$ cat config.mk
export PLATFORM = sky130hd
export DESIGN_NAME = mm2s_readback_flat
export DESIGN_NICKNAME = d
export VERILOG_FILES = /design/src/rtl/mm2s_readback_pkg.sv /design/src/rtl/mm2s_readback_if.sv /design/src/rtl/mm2s_data_checker.sv /design/src/rtl/mm2s_readback.sv /design/src/flat_wrapper.sv
export SDC_FILE = /design/constraint.sdc
export NUM_CORES = 1
export LEC_CHECK = 0
export ABC_AREA = 1
export BUFFER_PORTS_ARGS = -buffer_cell sky130_fd_sc_hd__buf_2
export CAP_MARGIN = 30
export CORE_UTILIZATION = 45
export DETAILED_ROUTE_END_ITERATION = 7
export PLACE_DENSITY = 0.75
export RECOVER_POWER = 100
export SYNTH_ARGS = -nofsm -noshare
export SYNTH_HDL_FRONTEND = slang
export SYNTH_SLANG_ARGS = --single-unit
$ cat constraint.sdc
create_clock -name clk -period 1.75 [get_ports clk]
set_input_delay 0.2625 -clock clk [delete_from_list [all_inputs] [get_ports clk]]
set_output_delay 0.2625 -clock clk [all_outputs]
set_load 0.005 [all_outputs]
$ cat src/rtl/mm2s_readback_pkg.sv
// +--------------------------------------------------------------------------+
// | mover_pkg: datamover command/status field map, FSM states, cmd packer.   |
// | Rev 1.0                                                                  |
// +--------------------------------------------------------------------------+
`default_nettype none

package mover_pkg;

   localparam int c_CMD_W        = 72;
   localparam int c_CMD_BTT_LSB  = 0;
   localparam int c_CMD_BTT_MSB  = 22;
   localparam int c_CMD_TYPE_BIT = 23;
   localparam int c_CMD_DSA_LSB  = 24;
   localparam int c_CMD_DSA_MSB  = 29;
   localparam int c_CMD_EOF_BIT  = 30;
   localparam int c_CMD_DRR_BIT  = 31;
   localparam int c_CMD_ADDR_LSB = 32;
   localparam int c_CMD_ADDR_MSB = 63;
   localparam int c_CMD_TAG_LSB  = 64;
   localparam int c_CMD_TAG_MSB  = 67;

   localparam int c_STS_OKAY_BIT   = 7;
   localparam int c_STS_SLVERR_BIT = 6;
   localparam int c_STS_DECERR_BIT = 5;
   localparam int c_STS_INTERR_BIT = 4;
   localparam int c_STS_TAG_LSB    = 0;
   localparam int c_STS_TAG_MSB    = 3;

   typedef enum logic [2:0] {
      ST_IDLE = 3'd0,
      ST_CMD  = 3'd1,
      ST_DATA = 3'd2,
      ST_STS  = 3'd3,
      ST_FIN  = 3'd4
   } mover_state_t;

   // Single-descriptor incrementing read: EOF set, no realignment, DRR clear.
   function automatic logic [c_CMD_W-1:0] pack_cmd(
      input logic [3:0]  tag,
      input logic [31:0] saddr,
      input logic [22:0] btt
   );
      logic [c_CMD_W-1:0] cmd;
      cmd = '0;
      cmd[c_CMD_BTT_MSB:c_CMD_BTT_LSB]   = btt;
      cmd[c_CMD_TYPE_BIT]                = 1'b1;
      cmd[c_CMD_DSA_MSB:c_CMD_DSA_LSB]   = 6'b0;
      cmd[c_CMD_EOF_BIT]                 = 1'b1;
      cmd[c_CMD_DRR_BIT]                 = 1'b0;
      cmd[c_CMD_ADDR_MSB:c_CMD_ADDR_LSB] = saddr;
      cmd[c_CMD_TAG_MSB:c_CMD_TAG_LSB]   = tag;
      return cmd;
   endfunction

endpackage

`default_nettype wire

$ cat src/rtl/mm2s_readback_if.sv
// +--------------------------------------------------------------------------+
// | mm2s_readback_if: command, status and read-data AXI-Stream bundle.       |
// | Rev 1.0                                                                  |
// +--------------------------------------------------------------------------+
`default_nettype none

interface mm2s_readback_if;

   logic [71:0] S_AXIS_MM2S_CMD_tdata;
   logic        S_AXIS_MM2S_CMD_tvalid;
   logic        S_AXIS_MM2S_CMD_tready;

   logic [7:0]  M_AXIS_MM2S_STS_tdata;
   logic        M_AXIS_MM2S_STS_tkeep;
   logic        M_AXIS_MM2S_STS_tlast;
   logic        M_AXIS_MM2S_STS_tvalid;
   logic        M_AXIS_MM2S_STS_tready;

   logic [63:0] M_AXIS_MM2S_tdata;
   logic [7:0]  M_AXIS_MM2S_tkeep;
   logic        M_AXIS_MM2S_tlast;
   logic        M_AXIS_MM2S_tvalid;
   logic        M_AXIS_MM2S_tready;

   // master: the readback controller; slave: the datamover.
   modport master (
      output S_AXIS_MM2S_CMD_tdata, S_AXIS_MM2S_CMD_tvalid,
      input  S_AXIS_MM2S_CMD_tready,
      input  M_AXIS_MM2S_STS_tdata, M_AXIS_MM2S_STS_tkeep,
      input  M_AXIS_MM2S_STS_tlast, M_AXIS_MM2S_STS_tvalid,
      output M_AXIS_MM2S_STS_tready,
      input  M_AXIS_MM2S_tdata, M_AXIS_MM2S_tkeep,
      input  M_AXIS_MM2S_tlast, M_AXIS_MM2S_tvalid,
      output M_AXIS_MM2S_tready
   );

   modport slave (
      input  S_AXIS_MM2S_CMD_tdata, S_AXIS_MM2S_CMD_tvalid,
      output S_AXIS_MM2S_CMD_tready,
      output M_AXIS_MM2S_STS_tdata, M_AXIS_MM2S_STS_tkeep,
      output M_AXIS_MM2S_STS_tlast, M_AXIS_MM2S_STS_tvalid,
      input  M_AXIS_MM2S_STS_tready,
      output M_AXIS_MM2S_tdata, M_AXIS_MM2S_tkeep,
      output M_AXIS_MM2S_tlast, M_AXIS_MM2S_tvalid,
      input  M_AXIS_MM2S_tready
   );

endinterface

`default_nettype wire

$ cat src/rtl/mm2s_data_checker.sv
// +--------------------------------------------------------------------------+
// | mm2s_data_checker: compares full-keep beats to the expected counter.     |
// | Rev 1.0                                                                  |
// +--------------------------------------------------------------------------+
`default_nettype none

module mm2s_data_checker (
   input  logic        clk,
   input  logic        reset_n,
   input  logic        i_clear,
   input  logic        i_beat,
   input  logic [7:0]  i_tkeep,
   input  logic [63:0] i_tdata,
   input  logic [63:0] i_expected,
   input  logic [31:0] i_beat_idx,
   output logic [15:0] o_mismatch_cnt,
   output logic [31:0] o_first_bad_idx
);

   logic [15:0] r_mismatch_cnt;
   logic [31:0] r_first_bad_idx;
   logic        w_miss;

   // Partial-keep beats are not compared.
   assign w_miss = i_beat && (i_tkeep == 8'hFF) && (i_tdata != i_expected);

   always_ff @(posedge clk or negedge reset_n) begin
      if (!reset_n) begin
         r_mismatch_cnt  <= '0;
         r_first_bad_idx <= '1;
      end else if (i_clear) begin
         r_mismatch_cnt  <= '0;
         r_first_bad_idx <= '1;
      end else if (w_miss) begin
         if (r_mismatch_cnt != 16'hFFFF)
            r_mismatch_cnt <= r_mismatch_cnt + 16'd1;
         if (r_mismatch_cnt == 16'd0)
            r_first_bad_idx <= i_beat_idx;
      end
   end

   assign o_mismatch_cnt  = r_mismatch_cnt;
   assign o_first_bad_idx = r_first_bad_idx;

endmodule

`default_nettype wire

$ cat src/rtl/mm2s_readback.sv
// +--------------------------------------------------------------------------+
// | mm2s_readback: issues NUM_CMDS datamover reads and checks the returned   |
// | stream. Optional comparator: MM2S_READBACK_CHECK_EN. Rev 1.0             |
// +--------------------------------------------------------------------------+
`default_nettype none

module mm2s_readback
   import mover_pkg::*;
#(
   parameter logic [31:0] BASE_ADDR = 32'h0000_0000,
   parameter logic [22:0] BTT       = 23'h00_1000,
   parameter int unsigned NUM_CMDS  = 4,
   parameter logic [3:0]  TAG       = 4'hB
) (
   input  logic              clk,
   input  logic              reset_n,
   input  logic              start,
   output logic              done,
   output logic              busy,
   output logic              m_axis_mm2s_cmdsts_aresetn,
   mm2s_readback_if.master   axis,
   output logic              sts_err,
   output logic              len_err,
   output logic [15:0]       mismatch_cnt,
   output logic [31:0]       first_bad_idx
);

   localparam logic [19:0] c_LAST_BEAT = 20'(BTT >> 3) - 20'd1;
   localparam logic [31:0] c_LAST_CMD  = 32'(NUM_CMDS - 1);

   mover_state_t r_state, w_state_nxt;

   logic [1:0]  r_rst_sync;
   logic [31:0] r_addr;
   logic [31:0] r_beat_idx;
   logic [63:0] r_expected;
   logic [19:0] r_cmd_beat;
   logic [31:0] r_cmd_num;
   logic        r_sts_err;
   logic        r_len_err;

   logic        w_start_acc;
   logic        w_beat;
   logic        w_last_beat;
   logic        w_sts_hs;
   logic        w_sts_bad;

   // Datamover cmd/sts reset: asserted with reset_n, released two clocks later.
   always_ff @(posedge clk or negedge reset_n) begin
      if (!reset_n) r_rst_sync <= 2'b00;
      else          r_rst_sync <= {r_rst_sync[0], 1'b1};
   end
   assign m_axis_mm2s_cmdsts_aresetn = r_rst_sync[1];

   assign w_start_acc = (r_state == ST_IDLE) && start;
   assign w_beat      = (r_state == ST_DATA) && axis.M_AXIS_MM2S_tvalid;
   assign w_last_beat = (r_cmd_beat == c_LAST_BEAT);
   assign w_sts_hs    = (r_state == ST_STS) && axis.M_AXIS_MM2S_STS_tvalid;
   assign w_sts_bad   = !axis.M_AXIS_MM2S_STS_tdata[c_STS_OKAY_BIT]
                     || axis.M_AXIS_MM2S_STS_tdata[c_STS_SLVERR_BIT]
                     || axis.M_AXIS_MM2S_STS_tdata[c_STS_DECERR_BIT]
                     || axis.M_AXIS_MM2S_STS_tdata[c_STS_INTERR_BIT]
                     || (axis.M_AXIS_MM2S_STS_tdata[c_STS_TAG_MSB:c_STS_TAG_LSB] != TAG);

   always_ff @(posedge clk or negedge reset_n) begin
      if (!reset_n) r_state <= ST_IDLE;
      else          r_state <= w_state_nxt;
   end

   always_comb begin
      w_state_nxt                 = r_state;
      busy                        = (r_state != ST_IDLE);
      done                        = 1'b0;
      axis.S_AXIS_MM2S_CMD_tvalid = 1'b0;
      axis.S_AXIS_MM2S_CMD_tdata  = pack_cmd(TAG, r_addr, BTT);
      axis.M_AXIS_MM2S_tready     = 1'b0;
      axis.M_AXIS_MM2S_STS_tready = 1'b0;
      case (r_state)
         ST_IDLE: begin
            if (start) w_state_nxt = ST_CMD;
         end
         ST_CMD: begin
            axis.S_AXIS_MM2S_CMD_tvalid = 1'b1;
            if (axis.S_AXIS_MM2S_CMD_tready) w_state_nxt = ST_DATA;
         end
         ST_DATA: begin
            axis.M_AXIS_MM2S_tready = 1'b1;
            if (w_beat && w_last_beat) w_state_nxt = ST_STS;
         end
         ST_STS: begin
            axis.M_AXIS_MM2S_STS_tready = 1'b1;
            if (axis.M_AXIS_MM2S_STS_tvalid)
               w_state_nxt = (r_cmd_num == c_LAST_CMD) ? ST_FIN : ST_CMD;
         end
         ST_FIN: begin
            done        = 1'b1;
            w_state_nxt = ST_IDLE;
         end
         default: w_state_nxt = ST_IDLE;
      endcase
   end

   // Beat count is fixed at BTT/8 per command; tlast only feeds len_err.
   always_ff @(posedge clk or negedge reset_n) begin
      if (!reset_n) begin
         r_addr     <= BASE_ADDR;
         r_beat_idx <= '0;
         r_expected <= '0;
         r_cmd_beat <= '0;
         r_cmd_num  <= '0;
         r_sts_err  <= 1'b0;
         r_len_err  <= 1'b0;
      end else begin
         if (w_start_acc) begin
            r_addr     <= BASE_ADDR;
            r_beat_idx <= '0;
            r_expected <= '0;
            r_cmd_beat <= '0;
            r_cmd_num  <= '0;
            r_sts_err  <= 1'b0;
            r_len_err  <= 1'b0;
         end
         if (w_beat) begin
            r_beat_idx <= r_beat_idx + 32'd1;
            r_expected <= r_expected + 64'd1;
            r_cmd_beat <= w_last_beat ? 20'd0 : r_cmd_beat + 20'd1;
            if (axis.M_AXIS_MM2S_tlast != w_last_beat)
               r_len_err <= 1'b1;
         end
         if (w_sts_hs) begin
            if (w_sts_bad) r_sts_err <= 1'b1;
            r_addr    <= r_addr + 32'(BTT);
            r_cmd_num <= r_cmd_num + 32'd1;
         end
      end
   end

   assign sts_err = r_sts_err;
   assign len_err = r_len_err;

`ifdef MM2S_READBACK_CHECK_EN
   mm2s_data_checker u_checker (
      .clk             (clk),
      .reset_n         (reset_n),
      .i_clear         (w_start_acc),
      .i_beat          (w_beat),
      .i_tkeep         (axis.M_AXIS_MM2S_tkeep),
      .i_tdata         (axis.M_AXIS_MM2S_tdata),
      .i_expected      (r_expected),
      .i_beat_idx      (r_beat_idx),
      .o_mismatch_cnt  (mismatch_cnt),
      .o_first_bad_idx (first_bad_idx)
   );
`else
   assign mismatch_cnt  = '0;
   assign first_bad_idx = '1;
`endif

endmodule

`default_nettype wire
$ cat src/flat_wrapper.sv
// flat-port wrapper written by rule: the top's interface ports become plain ports
module mm2s_readback_flat import mover_pkg::*;
#(
   parameter logic [31:0] BASE_ADDR = 32'h0000_0000,
   parameter logic [22:0] BTT       = 23'h00_1000,
   parameter int unsigned NUM_CMDS  = 4,
   parameter logic [3:0]  TAG       = 4'hB
)
  (clk, reset_n, start, done, busy, m_axis_mm2s_cmdsts_aresetn, sts_err, len_err, mismatch_cnt, first_bad_idx, axis_S_AXIS_MM2S_CMD_tdata, axis_S_AXIS_MM2S_CMD_tvalid, axis_S_AXIS_MM2S_CMD_tready, axis_M_AXIS_MM2S_STS_tdata, axis_M_AXIS_MM2S_STS_tkeep, axis_M_AXIS_MM2S_STS_tlast, axis_M_AXIS_MM2S_STS_tvalid, axis_M_AXIS_MM2S_STS_tready, axis_M_AXIS_MM2S_tdata, axis_M_AXIS_MM2S_tkeep, axis_M_AXIS_MM2S_tlast, axis_M_AXIS_MM2S_tvalid, axis_M_AXIS_MM2S_tready);
  mm2s_readback_if axis_i ();
  input  logic clk;
  input  logic reset_n;
  input  logic start;
  output logic done;
  output logic busy;
  output logic m_axis_mm2s_cmdsts_aresetn;
  output logic sts_err;
  output logic len_err;
  output logic [15:0] mismatch_cnt;
  output logic [31:0] first_bad_idx;
  output wire logic [$bits(axis_i.S_AXIS_MM2S_CMD_tdata)-1:0] axis_S_AXIS_MM2S_CMD_tdata;
  output wire logic [$bits(axis_i.S_AXIS_MM2S_CMD_tvalid)-1:0] axis_S_AXIS_MM2S_CMD_tvalid;
  input wire logic [$bits(axis_i.S_AXIS_MM2S_CMD_tready)-1:0] axis_S_AXIS_MM2S_CMD_tready;
  input wire logic [$bits(axis_i.M_AXIS_MM2S_STS_tdata)-1:0] axis_M_AXIS_MM2S_STS_tdata;
  input wire logic [$bits(axis_i.M_AXIS_MM2S_STS_tkeep)-1:0] axis_M_AXIS_MM2S_STS_tkeep;
  input wire logic [$bits(axis_i.M_AXIS_MM2S_STS_tlast)-1:0] axis_M_AXIS_MM2S_STS_tlast;
  input wire logic [$bits(axis_i.M_AXIS_MM2S_STS_tvalid)-1:0] axis_M_AXIS_MM2S_STS_tvalid;
  output wire logic [$bits(axis_i.M_AXIS_MM2S_STS_tready)-1:0] axis_M_AXIS_MM2S_STS_tready;
  input wire logic [$bits(axis_i.M_AXIS_MM2S_tdata)-1:0] axis_M_AXIS_MM2S_tdata;
  input wire logic [$bits(axis_i.M_AXIS_MM2S_tkeep)-1:0] axis_M_AXIS_MM2S_tkeep;
  input wire logic [$bits(axis_i.M_AXIS_MM2S_tlast)-1:0] axis_M_AXIS_MM2S_tlast;
  input wire logic [$bits(axis_i.M_AXIS_MM2S_tvalid)-1:0] axis_M_AXIS_MM2S_tvalid;
  output wire logic [$bits(axis_i.M_AXIS_MM2S_tready)-1:0] axis_M_AXIS_MM2S_tready;
  assign axis_S_AXIS_MM2S_CMD_tdata = axis_i.S_AXIS_MM2S_CMD_tdata;
  assign axis_S_AXIS_MM2S_CMD_tvalid = axis_i.S_AXIS_MM2S_CMD_tvalid;
  assign axis_i.S_AXIS_MM2S_CMD_tready = axis_S_AXIS_MM2S_CMD_tready;
  assign axis_i.M_AXIS_MM2S_STS_tdata = axis_M_AXIS_MM2S_STS_tdata;
  assign axis_i.M_AXIS_MM2S_STS_tkeep = axis_M_AXIS_MM2S_STS_tkeep;
  assign axis_i.M_AXIS_MM2S_STS_tlast = axis_M_AXIS_MM2S_STS_tlast;
  assign axis_i.M_AXIS_MM2S_STS_tvalid = axis_M_AXIS_MM2S_STS_tvalid;
  assign axis_M_AXIS_MM2S_STS_tready = axis_i.M_AXIS_MM2S_STS_tready;
  assign axis_i.M_AXIS_MM2S_tdata = axis_M_AXIS_MM2S_tdata;
  assign axis_i.M_AXIS_MM2S_tkeep = axis_M_AXIS_MM2S_tkeep;
  assign axis_i.M_AXIS_MM2S_tlast = axis_M_AXIS_MM2S_tlast;
  assign axis_i.M_AXIS_MM2S_tvalid = axis_M_AXIS_MM2S_tvalid;
  assign axis_M_AXIS_MM2S_tready = axis_i.M_AXIS_MM2S_tready;
  mm2s_readback #(.BASE_ADDR(BASE_ADDR), .BTT(BTT), .NUM_CMDS(NUM_CMDS), .TAG(TAG)) u_core (.clk(clk), .reset_n(reset_n), .start(start), .done(done), .busy(busy), .m_axis_mm2s_cmdsts_aresetn(m_axis_mm2s_cmdsts_aresetn), .axis(axis_i), .sts_err(sts_err), .len_err(len_err), .mismatch_cnt(mismatch_cnt), .first_bad_idx(first_bad_idx));
endmodule
==> out/metrics.csv <==
metric,value,unit
status,completed,
Area contributors post-synth,"dfrtp_1, buf_4, nand2_1",
DR WL/cell,11.9,µm
Clock Path Buffers,2,
Rows,39,
Startpoint Class,flip-flop,
fmax,609,MHz
Synth Register Bits,79,
multi-input logic area,2750,µm²
first-pass GRT wire length,19.4,mm
post-route ant nets,0,
synth warn,0,
worst-margin pin slew,0.628,ns
First-pass DRT Iterations,7,
DP Wirelength,8.90,mm
Slew HR,0.581,
Layout Skew,0.0107,ns
final design utilization,0.512,
setup tns final,0,ns
worst ir drop on vdd,0.823,mV
Total Routing Usage GR,0.193,
"CTS clk-pin slew, worst paths",0.06,ns
"Data required, critical path",1.49,ns
Placer Congestion,0.905,
Slew Limit Fails,0,
Die Wd,112,µm
type of the tightest min-delay check,input port to flip-flop,
PwrDens,880,nW/µm²
Starting Density,0.470,
vias,4830,
TritonCTS clock tree,built,
vias per std cell,4.82,
syn_area_per_cell,6.99,µm²
H-tree depth,3,
Final Setup Violations,0,
Period minus WS final,1.64,ns
area grow syn2layout,8.99,%
max-cap violations,0,
GRT overflow,0,
initial antenna violation count,0,
post-synth top area share,0.360,
fillers,1159,
number of global-route vias before repair,4222,
Root Driver,clkbuf_16,
Final Cell Area,5980,µm²
RSZ-0062 raised after global routing,yes,
Port Buffers,42,
Placed Area,5630,µm²
Routed WL,12.0,mm
sequential area share after synthesis,0.360,
WP data arrival,1.38,ns
Async SR Flop Fraction,1.00,
Final nets,947,
die footprint,12600,µm²
worst-skew pair later-pin latency,0.35,ns
clock buffer count from CTS,9,
"count leader, synth",nand2_1,
Worst Path Max Fanout,5,
Yosys top cell by area,dfrtp_1,
largest net degree at the start of global routing,32,
Leak,2.98,nW
worst setup path class,flip-flop to output pin,
Post-Syn Area,5480,µm²
storage element area,1980,µm²
Core Box Area,11700,µm²
Initial DRC Count,349,
Post-synth top cells,"nand2_1, buf_4, inv_1, nor2_1, dfrtp_1",
synth unique cells,35,
"Top FF cell, synth",dfrtp_1,
"Hold Vio Cnt, Final",0,
share of cells above drive strength 1,0.129,
Ant. Diodes,0,
CTS sink count,79,
Residual DRC,0,
crit path capture type,output pin,
die height,112,µm
"EDFF count, synth",0,
Tcrit/Tclk final,0.938,
Top-Level Pins,217,
Post-Syn Instances,784,
[kinds of logic (layout without fill, tap and decap cells)]
logic type / count (synthesis) / in the layout / share of synthesized area
fa+ha+maj: 3 / 3 / 0.00685
other cells: 2 / 101 / 0.00137
compound gates: 92 / 92 / 0.0906
xor+xnor: 7 / 7 / 0.0112
simple gates: 393 / 394 / 0.314
flops: 79 / 79 / 0.360
buf+inv: 208 / 184 / 0.216
[cell usage in the layout (no fill, tap or decap), types with 25 or more instances in the layout]
cell type	n
buf_2	38
nor2_1	78
nor3_1	26
o21ai_0	50
nand3_1	56
conb_1	101
dfrtp_1	79
inv_1	93
a21oi_1	25
nand2_1	185
[repair_timing]
action | 4_1_cts | 5_1_grt
gates resized for setup | 0 | 13
setup endpoints to repair | 0 | 26
endpoints found under the hold margin | 22 | 0
hold buffers | 1 | 0
setup buffers | 0 | 2
[per-layer routing]
metal,global-route usage,share of wire,vias to the layer above
li1,-,-,2455
met1,0.263,0.48,2243
met2,0.304,0.47,125
met3,0.0454,0.046,7
met4,0.0596,0.0069,0
met5,0,0,-
[sequential cells by signal (all words and copies together), names as in the netlist]
name / count
u_core.len_err: 1
u_core.r_addr: 20
u_core.r_state: 3
u_core.sts_err: 1
u_core.r_cmd_num: 32
u_core.r_cmd_beat: 20
u_core.r_rst_sync: 2
[path summary, 6_finish.rpt]
kind	startpoint	endpoint	slack [ns]	cells past startpoint
worst max-delay path	u_core.r_state[1]	axis_S_AXIS_MM2S_CMD_tvalid	0.11	3
worst min-delay path	axis_M_AXIS_MM2S_STS_tdata[4]	u_core.sts_err	0.18	3
worst max register to register	u_core.r_cmd_num[0]	u_core.r_cmd_num[18]	0.12	9
worst min register to register	u_core.r_rst_sync[0]	u_core.r_rst_sync[1]	0.35	0
max in group asynchronous	reset_n	u_core.r_cmd_num[31]	0.35	3
min in group asynchronous	reset_n	u_core.r_addr[16]	0.48	2
[power by group]
group | switching, W | internal, W | total [W]
registers | 0.000108 | 0.00195 | 0.00205
logic | 0.000844 | 0.000439 | 0.00128
clock network | 0.000802 | 0.00112 | 0.00192
total | 0.00175 | 0.00350 | 0.00526
[stage by stage]
step,std cells,hold WS (ns),total power (W),setup WS (ns)
after global placement,983,0.201,0.00330,0.0524
after detailed placement,983,0.202,0.00333,0.0354
after CTS,1000,0.176,0.00527,0.00766
after global routing,1003,0.176,0.00554,-0.0505
after floorplan,883,-0.0331,0.00300,0.176
final,1003,0.183,0.00526,0.108
[critical path, stage by stage (launching register included)]
cell,delay (ns)
dfrtp_1,0.43
buf_4,0.18
nor3_1,0.25
buf_2,0.17
[final cells by class]
cell class / count / share of cell area
Multi-Input combinational cell: 597 / 0.460
Sequential cell: 79 / 0.331
Timing Repair Buffer: 69 / 0.0662
Inverter: 99 / 0.0622
Clock buffer: 9 / 0.0377
Tap cell: 143 / 0.0299
Clock inverter: 7 / 0.0130
Note: power is estimated with default switching activity, not from simulation.
